--- src/rtl/result_buffer_ctrl_pkg.sv ---
// Shared types and sizes for the value-skip result buffer.
//   RESULT_BUFFER_SIZE    - number of result-buffer slots (power of two)
//   RESULT_BUFFER_ID_SIZE - width of a slot index
//   data32b               - 32-bit result word
//   RbIdxType             - slot index
//   ResultBufferEntryType - {result, valid} as seen by the skip-table lookup
package result_buffer_ctrl_pkg;

    localparam int unsigned RESULT_BUFFER_SIZE    = 8;
    localparam int unsigned RESULT_BUFFER_ID_SIZE = 3;

    typedef logic [31:0]                      data32b;
    typedef logic [RESULT_BUFFER_ID_SIZE-1:0] RbIdxType;

    typedef struct packed {
        data32b result;
        logic   valid;
    } ResultBufferEntryType;

endpackage

--- src/rtl/result_buffer_ctrl_rb_ptr_ctrl.sv ---
// Head/tail/count bookkeeping for the result buffer.
// Ports:
//   clk, rst     - clock, synchronous active-high reset
//   alloc_req    - request one slot
//   retire_en    - free the head slot
//   flush        - discard everything (head=tail=count=0)
//   alloc_grant  - alloc_req accepted this cycle (uses registered count)
//   retire_ok    - retire_en accepted this cycle (buffer not empty)
//   head_idx     - oldest allocated slot
//   tail_idx     - next slot to allocate
//   full, empty  - count == RB_SIZE / count == 0
module rb_ptr_ctrl #(
    parameter int unsigned RB_SIZE = 8,
    parameter int unsigned RB_ID_W = 3
) (
    input  logic               clk,
    input  logic               rst,
    input  logic               alloc_req,
    input  logic               retire_en,
    input  logic               flush,
    output logic               alloc_grant,
    output logic               retire_ok,
    output logic [RB_ID_W-1:0] head_idx,
    output logic [RB_ID_W-1:0] tail_idx,
    output logic               full,
    output logic               empty
);

    // One extra bit so count can represent RB_SIZE itself.
    localparam logic [RB_ID_W:0] CountMax = (RB_ID_W + 1)'(RB_SIZE);

    logic [RB_ID_W-1:0] head_q, head_d;
    logic [RB_ID_W-1:0] tail_q, tail_d;
    logic [RB_ID_W:0]   count_q, count_d;

    assign full        = (count_q == CountMax);
    assign empty       = (count_q == '0);
    assign alloc_grant = alloc_req & ~full;
    assign retire_ok   = retire_en & ~empty;
    assign head_idx    = head_q;
    assign tail_idx    = tail_q;

    always_comb begin
        head_d  = head_q;
        tail_d  = tail_q;
        count_d = count_q;
        if (flush) begin
            head_d  = '0;
            tail_d  = '0;
            count_d = '0;
        end else begin
            // Pointers wrap naturally since RB_SIZE is a power of two.
            if (retire_ok)   head_d = head_q + RB_ID_W'(1);
            if (alloc_grant) tail_d = tail_q + RB_ID_W'(1);
            unique case ({alloc_grant, retire_ok})
                2'b10:   count_d = count_q + (RB_ID_W + 1)'(1);
                2'b01:   count_d = count_q - (RB_ID_W + 1)'(1);
                default: count_d = count_q;
            endcase
        end
    end

    always_ff @(posedge clk) begin
        if (rst) begin
            head_q  <= '0;
            tail_q  <= '0;
            count_q <= '0;
        end else begin
            head_q  <= head_d;
            tail_q  <= tail_d;
            count_q <= count_d;
        end
    end

endmodule

--- src/rtl/result_buffer_ctrl.sv ---
// Value-skip result buffer: allocates slots in order, captures writeback
// results, and serves two combinational lookups (with writeback bypass) to
// the skip-table stage.
// Ports:
//   clk, rst                - clock, synchronous active-high reset
//   alloc_req/alloc_grant   - slot request / combinational grant
//   alloc_idx               - index of the granted slot (tail)
//   wb_en/wb_idx/wb_data    - result writeback
//   retire_en/head_idx      - free oldest slot / oldest slot index
//   flush                   - drop all slots (results kept, but invalid)
//   rd1_idx/rd1_entry       - rs1 lookup
//   rd2_idx/rd2_entry       - rs2 lookup
//   full, empty             - occupancy flags
//   wb_err                  - registered pulse: writeback to unallocated slot
module result_buffer_ctrl
    import result_buffer_ctrl_pkg::*;
#(
    parameter int unsigned RB_SIZE = RESULT_BUFFER_SIZE,
    parameter int unsigned RB_ID_W = RESULT_BUFFER_ID_SIZE,
    parameter int unsigned DATA_W  = 32
) (
    input  logic                 clk,
    input  logic                 rst,
    input  logic                 alloc_req,
    output logic                 alloc_grant,
    output logic [RB_ID_W-1:0]   alloc_idx,
    input  logic                 wb_en,
    input  logic [RB_ID_W-1:0]   wb_idx,
    input  logic [DATA_W-1:0]    wb_data,
    input  logic                 retire_en,
    output logic [RB_ID_W-1:0]   head_idx,
    input  logic                 flush,
    input  logic [RB_ID_W-1:0]   rd1_idx,
    input  logic [RB_ID_W-1:0]   rd2_idx,
    output ResultBufferEntryType rd1_entry,
    output ResultBufferEntryType rd2_entry,
    output logic                 full,
    output logic                 empty,
    output logic                 wb_err
);

    logic               retire_ok;
    logic [RB_ID_W-1:0] tail_idx;
    logic               wb_hit;

    logic [RB_SIZE-1:0] alloc_q, alloc_d;
    logic [RB_SIZE-1:0] valid_q, valid_d;
    logic [DATA_W-1:0]  result_q [RB_SIZE];
    logic [DATA_W-1:0]  result_d [RB_SIZE];
    logic               wb_err_q, wb_err_d;

    rb_ptr_ctrl #(
        .RB_SIZE (RB_SIZE),
        .RB_ID_W (RB_ID_W)
    ) u_ptr (
        .clk         (clk),
        .rst         (rst),
        .alloc_req   (alloc_req),
        .retire_en   (retire_en),
        .flush       (flush),
        .alloc_grant (alloc_grant),
        .retire_ok   (retire_ok),
        .head_idx    (head_idx),
        .tail_idx    (tail_idx),
        .full        (full),
        .empty       (empty)
    );

    assign alloc_idx = tail_idx;
    assign wb_err    = wb_err_q;
    assign wb_hit    = wb_en & alloc_q[wb_idx];

    always_comb begin
        alloc_d  = alloc_q;
        valid_d  = valid_q;
        result_d = result_q;
        wb_err_d = 1'b0;
        if (flush) begin
            alloc_d = '0;
            valid_d = '0;
        end else begin
            if (alloc_grant) begin
                alloc_d[tail_idx] = 1'b1;
                valid_d[tail_idx] = 1'b0;
            end
            // Uses registered alloc, so a slot granted this cycle flags an error.
            if (wb_en) begin
                if (alloc_q[wb_idx]) begin
                    result_d[wb_idx] = wb_data;
                    valid_d[wb_idx]  = 1'b1;
                end else begin
                    wb_err_d = 1'b1;
                end
            end
            // Applied last so retire beats a same-cycle writeback to the head.
            if (retire_ok) begin
                alloc_d[head_idx] = 1'b0;
                valid_d[head_idx] = 1'b0;
            end
        end
    end

    always_comb begin
        if (wb_hit && (wb_idx == rd1_idx)) begin
            rd1_entry = '{result: data32b'(wb_data), valid: 1'b1};
        end else begin
            rd1_entry = '{result: data32b'(result_q[rd1_idx]),
                          valid:  valid_q[rd1_idx] & alloc_q[rd1_idx]};
        end
        if (wb_hit && (wb_idx == rd2_idx)) begin
            rd2_entry = '{result: data32b'(wb_data), valid: 1'b1};
        end else begin
            rd2_entry = '{result: data32b'(result_q[rd2_idx]),
                          valid:  valid_q[rd2_idx] & alloc_q[rd2_idx]};
        end
    end

    always_ff @(posedge clk) begin
        if (rst) begin
            alloc_q  <= '0;
            valid_q  <= '0;
            wb_err_q <= 1'b0;
            for (int i = 0; i < int'(RB_SIZE); i++) begin
                result_q[i] <= '0;
            end
        end else begin
            alloc_q  <= alloc_d;
            valid_q  <= valid_d;
            wb_err_q <= wb_err_d;
            result_q <= result_d;
        end
    end

endmodule

--- config.mk ---
export PLATFORM = sky130hd
export DESIGN_NAME = result_buffer_ctrl
export DESIGN_NICKNAME = d
export VERILOG_FILES = /design/src/rtl/result_buffer_ctrl_pkg.sv /design/src/rtl/result_buffer_ctrl_rb_ptr_ctrl.sv /design/src/rtl/result_buffer_ctrl.sv
export SDC_FILE = /design/constraint.sdc
export NUM_CORES = 1
export LEC_CHECK = 0
export BUFFER_PORTS_ARGS = -buffer_cell sky130_fd_sc_hd__clkbuf_2
export CAP_MARGIN = 10
export CORE_MARGIN = 2
export CORE_UTILIZATION = 65
export DETAILED_ROUTE_END_ITERATION = 6
export GPL_ROUTABILITY_DRIVEN = 0
export GPL_TIMING_DRIVEN = 0
export PLACE_DENSITY = 0.85
export RECOVER_POWER = 25
export SLEW_MARGIN = 20
export SYNTH_ARGS = -nofsm -noshare
export SYNTH_HDL_FRONTEND = slang
export SYNTH_SLANG_ARGS = --single-unit
--- constraint.sdc ---
create_clock -name clk -period 8 [get_ports clk]
set_clock_uncertainty 0.1 [all_clocks]
set_input_delay 1.6 -clock clk [delete_from_list [all_inputs] [get_ports clk]]
set_output_delay 1.6 -clock clk [all_outputs]
set_load 0.1 [all_outputs]
==> results of run 1 <==
cell families (layout without fill, tap and decap cells):
family,count (synthesis),after routing,synth area share
buffers and inverters,124,296,0.0335
xor gates and xnor gates,13,13,0.00713
muxes,484,484,0.414
adders and majority gates,5,5,0.00392
DFF,283,283,0.355
AOI/OAI and AO/OA,96,96,0.0421
and+or+nand+nor,407,407,0.144
state kept, by name (all words and copies together) (netlist names):
register and cells:
u_ptr.tail_idx 3, u_ptr.count_q 4, alloc_q 8, result_q 256
valid_q 8, u_ptr.head_idx 3, wb_err 1
power groups by stage:
stage          logic (uW)  clock network (uW)  registers, uW
6_report              249                1470           1410
5_1_grt               260                1520           1410
4_1_cts               245                1470           1410
3_5_place_dp          243                   0           1450
3_3_place_gp          239                   0           1440
2_1_floorplan         154                   0           1450
cells in the final DEF (no fill, tap or decap), types with 4 or more instances in the layout:
master,synthesis,layout
a21boi_0,5,5
a21oi_1,41,41
buf_1,13,11
buf_2,44,33
buf_4,4,4
clkbuf_1,58,78
clkbuf_16,0,31
clkbuf_2,0,113
clkbuf_8,0,8
clkinv_2,0,7
dfxtp_1,283,283
ha_1,5,5
inv_1,4,4
mux2_1,39,39
mux2_2,89,89
mux2i_1,227,227
mux4_2,128,128
nand2_1,78,78
nand2b_1,261,261
nand3_1,21,21
nor2_1,17,17
nor2b_1,4,4
nor3_1,5,5
o211ai_1,8,9
o21a_1,5,5
o21ai_0,15,15
o31ai_1,4,4
xor2_1,11,11
synth_stat cells (all sizes together) (11+ instances only):
library cell / number
dfxtp: 283
nand2b: 261
mux2i: 228
mux2: 128
mux4: 128
nand2: 78
buf: 61
clkbuf: 58
a21oi: 41
nand3: 21
nor2: 17
o21ai: 15
xor2: 11
metal layers:
metal / GRT usage / share of wire
met3: 0.0726 / 0.092
met2: 0.602 / 0.47
met5: 0 / 0
met4: 0.180 / 0.054
met1: 0.464 / 0.39
worst register-to-register path, delay by kind of cell, from the launching register on:
| family | cells | cell delay [ps] |
|---|---|---|
| adder cells (fa/ha/maj) | 2 | 550 |
| AND/OR/NAND/NOR | 3 | 1150 |
| AO/OA/AOI/OAI | 2 | 180 |
| flip-flops | 1 | 290 |
| XOR/XNOR | 2 | 350 |
| buffers and inverters | 3 | 850 |
through the flow:
stage | hold slack, ps | instances
floorplan | 343 | 1412
global placement | 351 | 1853
detailed placement | 362 | 1853
CTS | 370 | 1908
global route | 402 | 1908
finish | 371 | 1908
path summary, 6_finish.rpt:
check              startpoint               end  slack (ps)  cells past startpoint
max                 wb_idx[2]     rd1_entry[15]        1690                      8
min             result_q[127]     result_q[127]         370                      2
max reg2reg  u_ptr.count_q[1]  u_ptr.count_q[2]        4480                     12
min reg2reg     result_q[127]     result_q[127]         370                      2
final cells by class:
class                   count  area [sq um]  area share
plain buffers             119           505      0.0282
clock buffers              42           897      0.0500
clock inverters            13           149     0.00829
repair buffers            117           578      0.0322
multi-input cells        1005          9730       0.542
inverters                   5          18.8     0.00105
well taps                 324           405      0.0226
flip-flops and latches    283          5670       0.316
==> results.json, run 1 <==
{
  "status": "completed",
  "cts.htree.levels": 1,
  "drt_iter0_drc": 1235,
  "p_sw_frac": 0.245,
  "grt_pass1_wl_um": 73100,
  "p_switching_uw": 767,
  "design_area_sq_um": 18000,
  "grt_pass1_vias": 12973,
  "ctsHoldBuffers": 0,
  "cts_buffers": 30,
  "boundaryPins": 123,
  "dpl.hpwl_um": 32100,
  "drtAntennaViolNets": 0,
  "cts_root_buffer": "clkbuf_16",
  "setup.worst_path.end_class": "output port",
  "rsz0062_at_grt": "false",
  "place.port_buffers": 117,
  "diodes": 0,
  "crit_slowest_cell": "o311ai_4",
  "seq_area_frac_synth": 0.355,
  "cp_common_cell": "clkbuf_1",
  "wirelength_um": 47300,
  "slew_viol_final": 0,
  "gr-total-overflow": 0,
  "min_period_ps": 6310,
  "hold_viol_final": 0,
  "fp.dieW_um": 161,
  "cts_resized": 0,
  "fin_setup_tns_ps": 0,
  "worst_pin_slew_ps": 1200,
  "via_per_inst": 6.64,
  "drt-pass1-iter-count": 5,
  "intPower_uw": 2370,
  "slew-limit-headroom": 0.204,
  "layout-drive-gt1-share": 0.270,
  "finalSetupViolations": 0,
  "netlist.area_leader.share": 0.355,
  "yosys.area.top_type": "dfxtp_1",
  "worstPathArrival_ps": 4610,
  "synth_nets": 1464,
  "maxCapViolations": 0,
  "power_uw": 3130,
  "synth_area_leaders": "dfxtp_1 (35%), mux4_2 (18%), mux2i_1 (14%)",
  "critical-path-top-delay-family": "buffers and inverters",
  "async_reset_ff_frac": 0,
  "synthCells": 1412,
  "placed_area_sq_um": 17000,
  "area_growth_pct": 12.4,
  "power.density_nw_per_um2": 175,
  "pre_cts_slack_ps": 1810,
  "synth-main-ff-cell": "dfxtp_1",
  "vdd_ir_drop_max_v": 0.000137,
  "fillCellCount": 1642,
  "utilization": 0.740,
  "setup_ws_ps": 1690,
  "finalCritPeriodShare": 0.789,
  "crit_chain": "clkbuf_1, clkbuf_1, nand2b_1, o221ai_1, o311ai_4, buf_2, mux2_1, clkbuf_2",
  "worstPathMaxFanout": 10,
  "critPathMaxStageDelay_ps": 650,
  "route.vias.total": 12665,
  "cts_post_setup_buffers_inserted": 0,
  "yosysWarnings": 0,
  "worst-setup-path-type": "in2out",
  "start_kind": "input pin",
  "grt_usage": 0.366,
  "die_area_sq_um": 25800,
  "drc": 0,
  "fin_nets": 1613,
  "p_leak_uw": 0.00788,
  "grt_max_degree": 15,
  "ys_ff_latch": 283,
  "cts.sinks": 283,
  "clkPwrFrac": 0.470,
  "clockBufferDepth": 3,
  "hold_class": "reg2reg",
  "clk_pin_slew_ps": 60,
  "wire_per_inst_um": 24.8,
  "synth_cell_types": 56,
  "antenna_found_initial": 1,
  "fmax_mhz": 158,
  "avgSynthCellArea_sq_um": 11.3,
  "initial_core_util": 0.659,
  "core_area_sq_um": 24200,
  "cts_tree": "done",
  "die_y_um": 161,
  "synth.cell_area_sq_um": 16000,
  "crit_required_ps": 6300,
  "synth_edf_count": 0,
  "p_comb_frac": 0.079,
  "clk_latency_ps": 550,
  "worst-path-buf-inv": 4,
  "sequentialPowerShare": 0.451,
  "num_rows": 57
}
Note: power is estimated with default switching activity, not from simulation.
==> inputs of run 2 (changes only) <==
- CORE_UTILIZATION: 65 -> 55
- PLACE_DENSITY: 0.85 -> 0.77
- clock period: 8 -> 5.6 ns (I/O delays scaled with it)
==> run 2 against run 1 <==
  * Final cell count is 3.5% higher
  * Cell area increased by 1.2%
  * Hold slack worse by 4.2 ps
  * Worst setup slack got worse by 1400 ps
  * Largest power group unchanged
  * Highest routed layer unchanged
==> results.json, run 2 (same netlist as run 1, synthesis figures left out) <==
{
  "status": "completed",
  "gr-total-overflow": 0,
  "critPathMaxStageDelay_ps": 830,
  "cts_tree": "done",
  "worst-setup-path-type": "in2out",
  "cts_post_setup_buffers_inserted": 0,
  "cts.sinks": 283,
  "min_period_ps": 5320,
  "largest_reg_flops": 256,
  "grt_pass1_wl_um": 73000,
  "placed_area_sq_um": 17000,
  "dpl.hpwl_um": 32200,
  "boundaryPins": 123,
  "design_area_sq_um": 18200,
  "antenna_found_initial": 0,
  "rsz0062_at_grt": "false",
  "drc": 0,
  "finalSetupViolations": 0,
  "diodes": 0,
  "p_sw_frac": 0.241,
  "grt_max_degree": 13,
  "intPower_uw": 3550,
  "route.vias.total": 12255,
  "clk_latency_ps": 520,
  "wire_per_inst_um": 23.9,
  "crit_required_ps": 4380,
  "mostFrequentLayoutCell": "dfxtp_1",
  "grt_pass1_vias": 12660,
  "worstPathMaxFanout": 10,
  "sequentialPowerShare": 0.432,
  "die_y_um": 174,
  "drtAntennaViolNets": 0,
  "reg_top3": "result_q (256), alloc_q (8), valid_q (8)",
  "finalCritPeriodShare": 0.950,
  "p_switching_uw": 1130,
  "slew-limit-headroom": 0.220,
  "final_cell_mix": "dfxtp_1 (283), nand2b_1 (261), mux2i_1 (227), mux4_2 (128), clkbuf_2 (112)",
  "fillCellCount": 2255,
  "p_leak_uw": 0.00794,
  "start_kind": "input pin",
  "wirelength_um": 47200,
  "num_rows": 62,
  "fmax_mhz": 188,
  "clkPwrFrac": 0.492,
  "initial_core_util": 0.558,
  "drt-pass1-iter-count": 5,
  "layout-drive-gt1-share": 0.270,
  "area_growth_pct": 13.8,
  "worstPathArrival_ps": 4100,
  "hold_class": "reg2reg",
  "die_area_sq_um": 30400,
  "p_comb_frac": 0.076,
  "core_area_sq_um": 28600,
  "slew_viol_final": 0,
  "cts_resized": 0,
  "crit_slowest_cell": "clkbuf_1",
  "clockBufferDepth": 3,
  "hold_viol_final": 0,
  "setup.worst_path.end_class": "output port",
  "fin_nets": 1618,
  "drt_iter0_drc": 1066,
  "power.density_nw_per_um2": 257,
  "crit_chain": "clkbuf_2, buf_1, clkbuf_1, mux4_2, mux2_2, mux2_1, clkbuf_2",
  "ctsHoldBuffers": 0,
  "worst_pin_slew_ps": 1170,
  "via_per_inst": 6.21,
  "clk_pin_slew_ps": 60,
  "cts_buffers": 34,
  "maxCapViolations": 0,
  "largest-register": "result_q",
  "fp.dieW_um": 174,
  "cp_common_cell": "clkbuf_2",
  "fin_setup_tns_ps": 0,
  "grt_usage": 0.312,
  "cts_root_buffer": "clkbuf_16",
  "vdd_ir_drop_max_v": 0.000182,
  "cts.htree.levels": 2,
  "place.port_buffers": 117
}
[run 2: cell count changes in the layout (fill, tap and decap cells not counted), moves of 2 or more]
| cell | previous run | this run |
|---|---|---|
| clkinv_2 | 7 | 3 |
| clkbuf_16 | 31 | 37 |
| clkbuf_1 | 78 | 82 |
| clkinvlp_4 | 2 | 0 |
[run 2: through the flow]
stage / hold slack [ps] / utilization / total power [uW] / std cells / setup slack [ps]
6_report: 366 / 0.635 / 4670 / 1974 / 278
5_1_grt: 387 / 0.635 / 4780 / 1974 / 320
4_1_cts: 370 / 0.636 / 4670 / 1973 / 396
3_5_place_dp: 362 / 0.595 / 2410 / 1913 / 408
3_3_place_gp: 352 / 0.595 / 2410 / 1913 / 408
2_1_floorplan: 343 / - / 2290 / 1412 / 648
[run 2: area by class of cell]
cell class / count / area (sq um) / area share
multi-input cells: 1005 / 9750 / 0.536
flip-flops and latches: 283 / 5670 / 0.312
clock buffers: 54 / 1080 / 0.0594
repair buffers: 118 / 593 / 0.0326
plain buffers: 119 / 505 / 0.0278
well taps: 384 / 480 / 0.0264
clock inverters: 6 / 83.8 / 0.00461
inverters: 5 / 18.8 / 0.00103
[run 2: power by group through the flow]
stage	clock network (uW)	registers [uW]	logic (uW)
floorplan	0	2070	220
global placement	0	2060	346
detailed placement	0	2060	348
CTS	2300	2020	350
global route	2390	2020	370
finish	2300	2020	356
[run 2: metal layers]
| metal | global-route usage | part of all wire | vias to the layer above |
|---|---|---|---|
| met2 | 0.512 | 0.47 | 594 |
| met5 | 0 | 0 | - |
| li1 | - | - | 5436 |
| met3 | 0.0615 | 0.082 | 131 |
| met4 | 0.133 | 0.040 | 0 |
| met1 | 0.402 | 0.41 | 6094 |
[run 2: worst paths after layout]
kind,start,end,slack (ps),cells past startpoint
hold reg to reg,result_q[120],result_q[120],370,2
setup / recovery,rd1_idx[1],rd1_entry[1],280,7
hold / removal,result_q[120],result_q[120],370,2
setup reg to reg,u_ptr.count_q[1],u_ptr.count_q[2],2160,12
[run 2: worst max-delay path, delay by kind of cell]
| kind | cells | cell delay (ps) |
|---|---|---|
| buffers and inverters | 4 | 1930 |
| muxes | 3 | 1040 |
==> inputs of run 3 (changes only) <==
- CORE_UTILIZATION: 55 -> 57
- CTS_BUF_LIST: default -> sky130_fd_sc_hd__clkbuf_8
- GPL_TIMING_DRIVEN: 0 -> 1
- PLACE_DENSITY: 0.77 -> 0.79
==> run 3 against run 2 <==
  * The flow now finishes with violations (max-capacitance violations, max-slew violations)
  * Die area fell by 3.4%
  * Clock-buffer cell count rose by 10
  * Sequential power barely moved
  * Global-route usage fell by 4.0 points
  * Critical path depth rose by 1
  * Hold slack improved by 10 ps
  * Combinational power fell by 9.6%
  * Sequential cell count did not move
  * Utilization rose by 1.3 points
  * Critical path type unchanged
  * Largest cell class unchanged
  * Highest routed layer unchanged
==> results.json, run 3 (same netlist as run 1, synthesis figures left out) <==
{
  "status": "finished, violations left",
  "violations": "max-capacitance violations, max-slew violations",
  "min_period_ps": 4880,
  "fin_setup_tns_ps": 0,
  "crit_chain": "clkbuf_2, mux2i_1, nor2_1, o311ai_4, buf_8, buf_12, mux2_2, clkbuf_2",
  "cts.sinks": 283,
  "design_area_sq_um": 18000,
  "layout-drive-gt1-share": 0.300,
  "p_leak_uw": 0.00795,
  "worst_pin_slew_ps": 4090,
  "drt_iter0_drc": 908,
  "initial_core_util": 0.576,
  "clockBufferDepth": 3,
  "maxCapViolations": 1,
  "grt_pass1_vias": 11862,
  "gr-total-overflow": 0,
  "mostFrequentLayoutCell": "dfxtp_1",
  "area_growth_pct": 12.5,
  "fp.dieW_um": 171,
  "place.port_buffers": 122,
  "grt_pass1_wl_um": 62600,
  "fmax_mhz": 205,
  "hold_viol_final": 0,
  "slew_viol_final": 120,
  "die_y_um": 171,
  "num_rows": 61,
  "worst-setup-path-type": "in2out",
  "clk_pin_slew_ps": 60,
  "die_area_sq_um": 29400,
  "cp_common_cell": "clkbuf_2",
  "dpl.hpwl_um": 24900,
  "ctsHoldBuffers": 0,
  "rsz0062_at_grt": "false",
  "fillCellCount": 2156,
  "drc": 0,
  "finalSetupViolations": 0,
  "drt-pass1-iter-count": 6,
  "fin_nets": 1550,
  "worstPathArrival_ps": 3660,
  "cts_post_setup_buffers_inserted": 0,
  "largest-register": "result_q",
  "placed_area_sq_um": 16900,
  "via_per_inst": 6.08,
  "finalCritPeriodShare": 0.872,
  "grt_usage": 0.272,
  "cts_buffers": 48,
  "clk_latency_ps": 560,
  "wl_met2_um": 19400,
  "wirelength_um": 39900,
  "met1_length_um": 17100,
  "boundaryPins": 123,
  "cts_tree": "done",
  "top_layer": "met4",
  "drtAntennaViolNets": 0,
  "holdWs_ps": 377,
  "core_area_sq_um": 27700,
  "cts.htree.levels": 2,
  "route.vias.total": 11638,
  "cts_resized": 0,
  "reg_top3": "result_q (256), alloc_q (8), valid_q (8)",
  "slew-limit-headroom": -1.73,
  "wire_per_inst_um": 20.9,
  "critPathMaxStageDelay_ps": 600,
  "cts_root_buffer": "clkbuf_8",
  "hold_class": "reg2reg",
  "crit_required_ps": 4380,
  "largest_reg_flops": 256,
  "crit_slowest_cell": "o311ai_4",
  "final_cell_mix": "dfxtp_1 (283), nand2b_1 (261), mux2i_1 (227), mux4_2 (128), clkbuf_2 (116)",
  "worst-path-buf-inv": 4,
  "wl_met3_um": 2340,
  "vdd_ir_drop_max_v": 0.000220,
  "antenna_found_initial": 1,
  "worstPathMaxFanout": 19,
  "start_kind": "input pin",
  "power.density_nw_per_um2": 240,
  "critical-path-top-delay-family": "buffers and inverters",
  "grt_max_degree": 121,
  "setup.worst_path.end_class": "output port"
}
==> run 3: final cells by class <==
cell class / count / area, sq um / share of cell area
multi-input cells: 1005 / 9800 / 0.546
repair buffers: 155 / 968 / 0.0539
clock buffers: 64 / 881 / 0.0490
diodes: 1 / 2.50 / 0.000139
inverters: 5 / 18.8 / 0.00104
flip-flops and latches: 283 / 5670 / 0.315
clock inverters: 23 / 154 / 0.00857
well taps: 378 / 473 / 0.0263
==> run 3: worst register-to-register path, delay by kind of cell, from the launching register on <==
kind | cells | cell delay, ps
compound gates | 2 | 300
fa+ha+maj | 2 | 560
flops | 1 | 370
xor+xnor | 2 | 200
simple gates | 3 | 1510
==> run 3: layer usage <==
layer / global-route usage / vias up
met4: 0.0976 / 0
met3: 0.0387 / 77
met5: 0 / -
met1: 0.360 / 5858
met2: 0.457 / 400
li1: - / 5303
==> run 3: final timing paths <==
| path | from | end | slack (ps) | depth (start not counted) |
|---|---|---|---|---|
| hold reg to reg | result_q[117] | result_q[117] | 380 | 2 |
| setup reg to reg | u_ptr.count_q[0] | u_ptr.count_q[2] | 2480 | 9 |
| hold / removal | result_q[117] | result_q[117] | 380 | 2 |
| setup / recovery | wb_idx[1] | rd1_entry[19] | 720 | 8 |
==> run 3: through the flow <==
step	instances	setup WS, ps	power, uW	util
floorplan	1412	648	2290	-
global placement	1824	579	2380	0.610
detailed placement	1824	460	2380	0.610
CTS	1911	490	4330	0.647
global route	1914	317	4450	0.648
finish	1914	716	4310	0.648
==> run 3: power by group <==
part	switching (uW)	internal, uW
clock	850	1110
combinational	202	121
sequential	4.88	2020
